File: src/rtl/oled_spi_receiver.sv
// Receive side of the 4-wire OLED SPI link.
// - Deserialises MSB-first bytes.
// - Decodes the SSD1306 command subset the screen driver emits.
// - Turns data bytes into {page,column} framebuffer writes.
module oled_spi_receiver #(
    parameter int SYNC_INPUTS = 1,
    parameter int COLS        = 128,
    parameter int PAGES       = 8
) (
    input  logic       clk,
    input  logic       rst_n,
    input  logic       io_sclk,
    input  logic       io_sdin,
    input  logic       io_cs,
    input  logic       io_dc,
    input  logic       io_reset,
    output logic       fb_we,
    output logic [9:0] fb_addr,
    output logic [7:0] fb_wdata,
    output logic       cmd_valid,
    output logic [7:0] cmd_byte,
    output logic       display_on,
    output logic       frame_done
);

    localparam int CW = $clog2(COLS);
    localparam int PW = $clog2(PAGES);

    // Idle levels for {sclk, sdin, cs, dc, reset}: chip deselected, panel out of reset.
    localparam logic [4:0] IN_IDLE = 5'b00101;

    typedef enum logic [2:0] {
        P_CMD,
        P_COL_S,
        P_COL_E,
        P_PAGE_S,
        P_PAGE_E,
        P_SKIP
    } pstate_t;

    logic [4:0] in_raw;
    logic [4:0] s1_q;
    logic [4:0] in_q;
    logic       sclk_q, sdin_q, cs_q, dc_q, reset_q;
    logic       sclk_prev_q;
    logic       srst;

    logic [2:0] bit_cnt_q;
    logic [6:0] shift_q;
    logic       bit_en;
    logic       byte_done;
    logic [7:0] byte_w;

    pstate_t    state_q, state_d;

    logic [CW-1:0] col_q, col_d;
    logic [CW-1:0] col_start_q, col_start_d;
    logic [CW-1:0] col_end_q, col_end_d;
    logic [PW-1:0] page_q, page_d;
    logic [PW-1:0] page_start_q, page_start_d;
    logic [PW-1:0] page_end_q, page_end_d;

    logic       fb_we_q, fb_we_d;
    logic [9:0] fb_addr_q, fb_addr_d;
    logic [7:0] fb_wdata_q, fb_wdata_d;
    logic       cmd_valid_q, cmd_valid_d;
    logic [7:0] cmd_byte_q, cmd_byte_d;
    logic       display_on_q, display_on_d;
    logic       frame_done_q, frame_done_d;

    assign in_raw = {io_sclk, io_sdin, io_cs, io_dc, io_reset};

    // First input register stage; always present.
    always_ff @(posedge clk) begin
        if (!rst_n) s1_q <= IN_IDLE;
        else        s1_q <= in_raw;
    end

    generate
        if (SYNC_INPUTS != 0) begin : g_sync
            logic [4:0] s2_q;
            // Second stage completes the synchroniser for asynchronous sources.
            always_ff @(posedge clk) begin
                if (!rst_n) s2_q <= IN_IDLE;
                else        s2_q <= s1_q;
            end
            assign in_q = s2_q;
        end else begin : g_nosync
            assign in_q = s1_q;
        end
    endgenerate

    assign {sclk_q, sdin_q, cs_q, dc_q, reset_q} = in_q;

    // Delayed copy of sclk for rising-edge detection.
    always_ff @(posedge clk) begin
        if (!rst_n) sclk_prev_q <= 1'b0;
        else        sclk_prev_q <= sclk_q;
    end

    // The panel reset pin acts exactly like the system reset on the core state.
    assign srst      = !rst_n || !reset_q;
    assign bit_en    = sclk_q && !sclk_prev_q && !cs_q;
    assign byte_done = bit_en && (bit_cnt_q == 3'd7);
    assign byte_w    = {shift_q, sdin_q};

    // Shift register and bit counter; deselect discards any partial byte.
    always_ff @(posedge clk) begin
        if (srst) begin
            bit_cnt_q <= '0;
            shift_q   <= '0;
        end else if (cs_q) begin
            bit_cnt_q <= '0;
        end else if (bit_en) begin
            bit_cnt_q <= bit_cnt_q + 3'd1;
            shift_q   <= byte_w[6:0];
        end
    end

    // Parser state register.
    always_ff @(posedge clk) begin
        if (srst) state_q <= P_CMD;
        else      state_q <= state_d;
    end

    // Parser next state: track which argument byte, if any, is expected next.
    always_comb begin
        state_d = state_q;
        if (byte_done) begin
            if (dc_q) begin
                state_d = P_CMD;
            end else begin
                case (state_q)
                    P_CMD: begin
                        case (byte_w)
                            8'h21: state_d = P_COL_S;
                            8'h22: state_d = P_PAGE_S;
                            8'h20, 8'h81, 8'hA8, 8'hD3, 8'hD5,
                            8'hD9, 8'hDA, 8'hDB, 8'h8D: state_d = P_SKIP;
                            default: state_d = P_CMD;
                        endcase
                    end
                    P_COL_S:  state_d = P_COL_E;
                    P_COL_E:  state_d = P_CMD;
                    P_PAGE_S: state_d = P_PAGE_E;
                    P_PAGE_E: state_d = P_CMD;
                    P_SKIP:   state_d = P_CMD;
                    default:  state_d = P_CMD;
                endcase
            end
        end
    end

    // Parser outputs: command side effects, framebuffer write and pointer advance.
    always_comb begin
        col_d        = col_q;
        col_start_d  = col_start_q;
        col_end_d    = col_end_q;
        page_d       = page_q;
        page_start_d = page_start_q;
        page_end_d   = page_end_q;
        fb_we_d      = 1'b0;
        fb_addr_d    = fb_addr_q;
        fb_wdata_d   = fb_wdata_q;
        cmd_valid_d  = 1'b0;
        cmd_byte_d   = cmd_byte_q;
        display_on_d = display_on_q;
        frame_done_d = 1'b0;
        if (byte_done && !dc_q) begin
            cmd_valid_d = 1'b1;
            cmd_byte_d  = byte_w;
            case (state_q)
                P_CMD: begin
                    if (byte_w == 8'hAF)      display_on_d = 1'b1;
                    else if (byte_w == 8'hAE) display_on_d = 1'b0;
                end
                P_COL_S: begin
                    col_start_d = byte_w[CW-1:0];
                    col_d       = byte_w[CW-1:0];
                end
                P_COL_E:  col_end_d = byte_w[CW-1:0];
                P_PAGE_S: begin
                    page_start_d = byte_w[PW-1:0];
                    page_d       = byte_w[PW-1:0];
                end
                P_PAGE_E: page_end_d = byte_w[PW-1:0];
                default: ;
            endcase
        end else if (byte_done && dc_q) begin
            fb_we_d    = 1'b1;
            fb_addr_d  = {page_q, col_q};
            fb_wdata_d = byte_w;
            if (col_q == col_end_q) begin
                col_d = col_start_q;
                if (page_q == page_end_q) begin
                    page_d       = page_start_q;
                    frame_done_d = 1'b1;
                end else begin
                    page_d = page_q + 1'b1;
                end
            end else begin
                col_d = col_q + 1'b1;
            end
        end
    end

    // Datapath and output registers.
    always_ff @(posedge clk) begin
        if (srst) begin
            col_q        <= '0;
            col_start_q  <= '0;
            col_end_q    <= CW'(COLS - 1);
            page_q       <= '0;
            page_start_q <= '0;
            page_end_q   <= PW'(PAGES - 1);
            fb_we_q      <= 1'b0;
            fb_addr_q    <= '0;
            fb_wdata_q   <= '0;
            cmd_valid_q  <= 1'b0;
            cmd_byte_q   <= '0;
            display_on_q <= 1'b0;
            frame_done_q <= 1'b0;
        end else begin
            col_q        <= col_d;
            col_start_q  <= col_start_d;
            col_end_q    <= col_end_d;
            page_q       <= page_d;
            page_start_q <= page_start_d;
            page_end_q   <= page_end_d;
            fb_we_q      <= fb_we_d;
            fb_addr_q    <= fb_addr_d;
            fb_wdata_q   <= fb_wdata_d;
            cmd_valid_q  <= cmd_valid_d;
            cmd_byte_q   <= cmd_byte_d;
            display_on_q <= display_on_d;
            frame_done_q <= frame_done_d;
        end
    end

    assign fb_we      = fb_we_q;
    assign fb_addr    = fb_addr_q;
    assign fb_wdata   = fb_wdata_q;
    assign cmd_valid  = cmd_valid_q;
    assign cmd_byte   = cmd_byte_q;
    assign display_on = display_on_q;
    assign frame_done = frame_done_q;

endmodule
File: config.mk
export PLATFORM = sky130hd
export DESIGN_NAME = oled_spi_receiver
export DESIGN_NICKNAME = d
export VERILOG_FILES = /design/src/rtl/oled_spi_receiver.sv
export SDC_FILE = /design/constraint.sdc
export NUM_CORES = 1
export LEC_CHECK = 0
export BUFFER_PORTS_ARGS = -buffer_cell sky130_fd_sc_hd__buf_2
export CAP_MARGIN = 0
export CORE_ASPECT_RATIO = 1.25
export CORE_MARGIN = 1.5
export CORE_UTILIZATION = 52
export CTS_BUF_LIST = sky130_fd_sc_hd__clkbuf_16
export DETAILED_ROUTE_END_ITERATION = 10
export HOLD_SLACK_MARGIN = 0.15
export PLACE_DENSITY_LB_ADDON = 0.15
export SETUP_SLACK_MARGIN = 0.15
export SLEW_MARGIN = 20
export SYNTH_ARGS = -nofsm -noshare
export SYNTH_HDL_FRONTEND = slang
export SYNTH_SLANG_ARGS = --single-unit
File: constraint.sdc
create_clock -name clk -period 2.1 [get_ports clk]
set_input_delay 0.42 -clock clk [delete_from_list [all_inputs] [get_ports clk]]
set_output_delay 0.42 -clock clk [all_outputs]
set_load 0.01 [all_outputs]
==> flow_metrics.env <==
export IMPL_path_cells="ha_4 -> ha_4 -> nand4bb_4 -> nor3_1 -> nand3_1 -> o21ai_0 -> a211oi_1"
export IMPL_hp_start="io_cs"
export IMPL_drive_gt1_share_pct=19.41
export IMPL_finalHoldViolations=0
export IMPL_maxCapViolCount=0
export IMPL_dp_hpwl_microns=5487
export IMPL_ant_nets=0
export IMPL_path_delay_family="simple AND/OR/NAND/NOR gates"
export IMPL_vias=2965
export IMPL_power_density_nw_per_um2=827.8
export IMPL_crit_type="reg -> reg"
export IMPL_skew_ns=0.006180
export IMPL_synth_area_sq_um=3597
export IMPL_relSlewSlack_pct=55.31
export IMPL_gp_congestion=0.9255
export IMPL_p_int_w=0.002900
export IMPL_hold_class="in -> reg"
export IMPL_grt_ovfl_total=0
export IMPL_wl_microns=8061
export IMPL_power_switching_w=0.0006716
export IMPL_reg2regPathDepth=7
export IMPL_ios=37
export IMPL_max_stage_delay_ns=0.35
export IMPL_hold_path_depth=2
export IMPL_grt_pass1_wl_microns=13200
export IMPL_final_area_sq_um=4314
export IMPL_antenna_found_initial=0
export IMPL_slowest_stage="dfxtp_2"
export IMPL_r2r_slack_ns=0.22
export IMPL_grt_pass1_vias=2767
export IMPL_yosys_area_top_type_share_pct=46.75
export IMPL_required_ns=2.31
export IMPL_syn_nets=412
export IMPL_cts_tree="built"
export IMPL_ys_top_cells_by_count="dfxtp_1, nand2_1, a21oi_1, mux2i_1, nor2_1"
export IMPL_ys_seq_area_share_pct=46.75
export IMPL_viasPerCell=5.594
export IMPL_final_nets=449
export IMPL_worstMarginPinSlew_ns=0.6695
export IMPL_clock_sinks=84
export IMPL_path_max_fanout=5
export IMPL_placed_cell_area_sq_um=3908
export IMPL_p_comb_share_pct=1.7
export IMPL_start_util_pct=54.45
export IMPL_yosysTopAreaCell="dfxtp_1"
export IMPL_clkTransAtPathRegs_ns=0.06
export IMPL_r2r_start="bit_cnt_q[0]"
export IMPL_place_inst=512
export IMPL_avgRoutedWirePerCell_microns=15.21
export IMPL_grtUsageTotal_pct=23.16
export IMPL_ys_ff_latch=84
export IMPL_fmax_mhz=531.3
export IMPL_insertion_delay_ns=0.34
export IMPL_drt_pass1_iterations=4
export IMPL_finalMaxSlewViolations=0
export IMPL_rsz0062_at_grt="true"
export IMPL_synth_flop_cell="dfxtp_1"
export IMPL_diodes=0
export IMPL_clock_root_buffer="clkbuf_16"
export IMPL_yosysMostFrequentCell="dfxtp_1"
export IMPL_crit_arrival_ns=2.09
export IMPL_seq_power_share_pct=45.1
export IMPL_irDropWorstVdd_uv=493.5
export IMPL_coreArea_sq_um=6606
export IMPL_setup_violations=0
export IMPL_endpoint_kind="flop"
export IMPL_switching_share_pct=18.80
export IMPL_yosys_warnings=0
export IMPL_netlist_instances=401
export IMPL_die_area_sq_um=7429
export IMPL_max_clock_path_buffers=2
export IMPL_grt_max_degree=32
export IMPL_syn_avg_cell_area_sq_um=8.971
export IMPL_die_w_microns=77.39
export IMPL_r2r_end="page_q[2]"
export IMPL_cts_inserted_buffers=9
export IMPL_die_h_microns=95.99
export IMPL_rows=33
export IMPL_synth_async_reset_ratio_pct=0
export IMPL_area_growth_pct=19.93
export IMPL_portBuffers=36
export IMPL_drtIter0Drc=318
export IMPL_synth_cell_types=52
export IMPL_min_period_ns=1.882
export IMPL_p_leak_nw=1.697
export IMPL_cp_start_kind="flop"
export IMPL_htreeDepth=3
export IMPL_synth_area_leaders="dfxtp_1, mux2i_1, nand2_1, a21oi_1, nor2_1"
export IMPL_min_to="s1_q[2]"
export IMPL_synth_edf_count=0
export IMPL_crit_top_cell="ha_4"
export IMPL_setup_total_negative_slack_ns=0
export IMPL_p_clk_share_pct=53.2
export IMPL_crit_buf_inv=0
export IMPL_final_period_utilization_pct=89.63
export IMPL_fin_cells=530
export IMPL_status="finished clean"
export IMPL_drcViolationCount=0
[sequential cells by signal, summed over array words and instances (netlist names), 3 cells and up]
signal	flops
bit_cnt_q	3
g_sync.s2_q	5
fb_wdata	8
state_q	3
col_q	7
shift_q	7
fb_addr	10
col_end_q	7
page_q	3
col_start_q	7
page_start_q	3
s1_q	5
page_end_q	3
cmd_byte	8
[kinds of logic (layout without fill, tap and decap cells)]
group                      Yosys count  count (layout)  share of synthesized area, %
AOI/OAI and AO/OA                   63              63                         10.85
xor gates and xnor gates            15              15                         3.652
adders and majority gates            5               5                         1.670
buffers and inverters               31              73                         3.896
DFF                                 84              84                         46.75
muxes                               32              32                         8.974
and+or+nand+nor                    171             171                         24.21
[power by group through the flow]
stage	Clock (W)	Combinational, W	Sequential, W
finish	0.00190	0.0000613	0.00161
global route	0.00199	0.0000674	0.00161
CTS	0.00192	0.0000614	0.00161
detailed placement	0	0.0000601	0.00165
global placement	0	0.0000598	0.00165
floorplan	0	0.0000439	0.00164
[final cells by class]
cell class              instances  area, sq um
clock buffers                   9        225.2
clock inverters                 7        138.9
fillers                       569         2292
inverters                       2        7.507
multi-input cells             286         1827
flip-flops and latches         84         1684
well taps                      87        108.9
repair buffers                 55        322.8
[worst register-to-register path, delay by kind of cell, from the launching register on]
kind,cells,cell delay [ns]
AO/OA/AOI/OAI,2,0.32
adder cells (fa/ha/maj),2,0.28
flip-flops,1,0.35
AND/OR/NAND/NOR,3,0.80
[per-layer routing]
metal  global-route usage, %  wire, microns  vias to the layer above
met5                       0              0                        -
met4                   10.76            169                        0
met3                   5.782            431                       15
met2                   38.67           3871                       91
met1                   28.18           3588                     1399
li1                        -              -                     1460
[per-stage QoR]
step	util, %	hold slack, ns	worst slack [ns]	total power [W]
6_report	65.30	0.2636	0.2178	0.003571
3_5_place_dp	59.15	0.4008	0.06564	0.001706
2_1_floorplan	-	0.3863	0.1338	0.001685
3_3_place_gp	59.15	0.3883	0.1454	0.001705
4_1_cts	64.94	0.2623	0.1808	0.003596
5_1_grt	65.30	0.2611	0.08551	0.003669
[cell usage in the layout (no fill, tap or decap), drive strengths merged, types with 2 or more instances in the layout]
cell type,n
xnor2,11
mux2,2
nand2,71
xor2,4
dfxtp,84
and2,9
nor4b,3
o211ai,2
nand3,13
a31oi,2
nand3b,2
mux2i,30
nor4,2
o22ai,3
and3,7
clkbuf,9
nor3b,2
nor2b,3
nor3,11
nand4,5
o21ai,6
inv,2
bufinv,4
nand4b,2
nor2,27
clkinvlp,2
buf,55
o221a,2
ha,4
a211oi,7
nand2b,8
a21oi,33
[worst max-delay path by stage]
| stage | from | to | cells past startpoint |
|---|---|---|---|
| finish | bit_cnt_q[0] | page_q[2] | 7 |
| global placement | bit_cnt_q[1] | col_q[6] | 8 |
| detailed placement | bit_cnt_q[1] | col_q[6] | 8 |
| CTS | bit_cnt_q[1] | state_q[1] | 7 |
| floorplan | bit_cnt_q[1] | col_q[6] | 9 |
| global route | bit_cnt_q[0] | page_end_q[0] | 7 |
[repair_timing]
action,in CTS,in global routing
pin swaps,1,1
gates cloned,0,0
hold buffers,0,0
setup endpoints to repair,22,15
gates resized for setup,2,3
buffers inserted,0,2
Note: power is estimated with default switching activity, not from simulation.
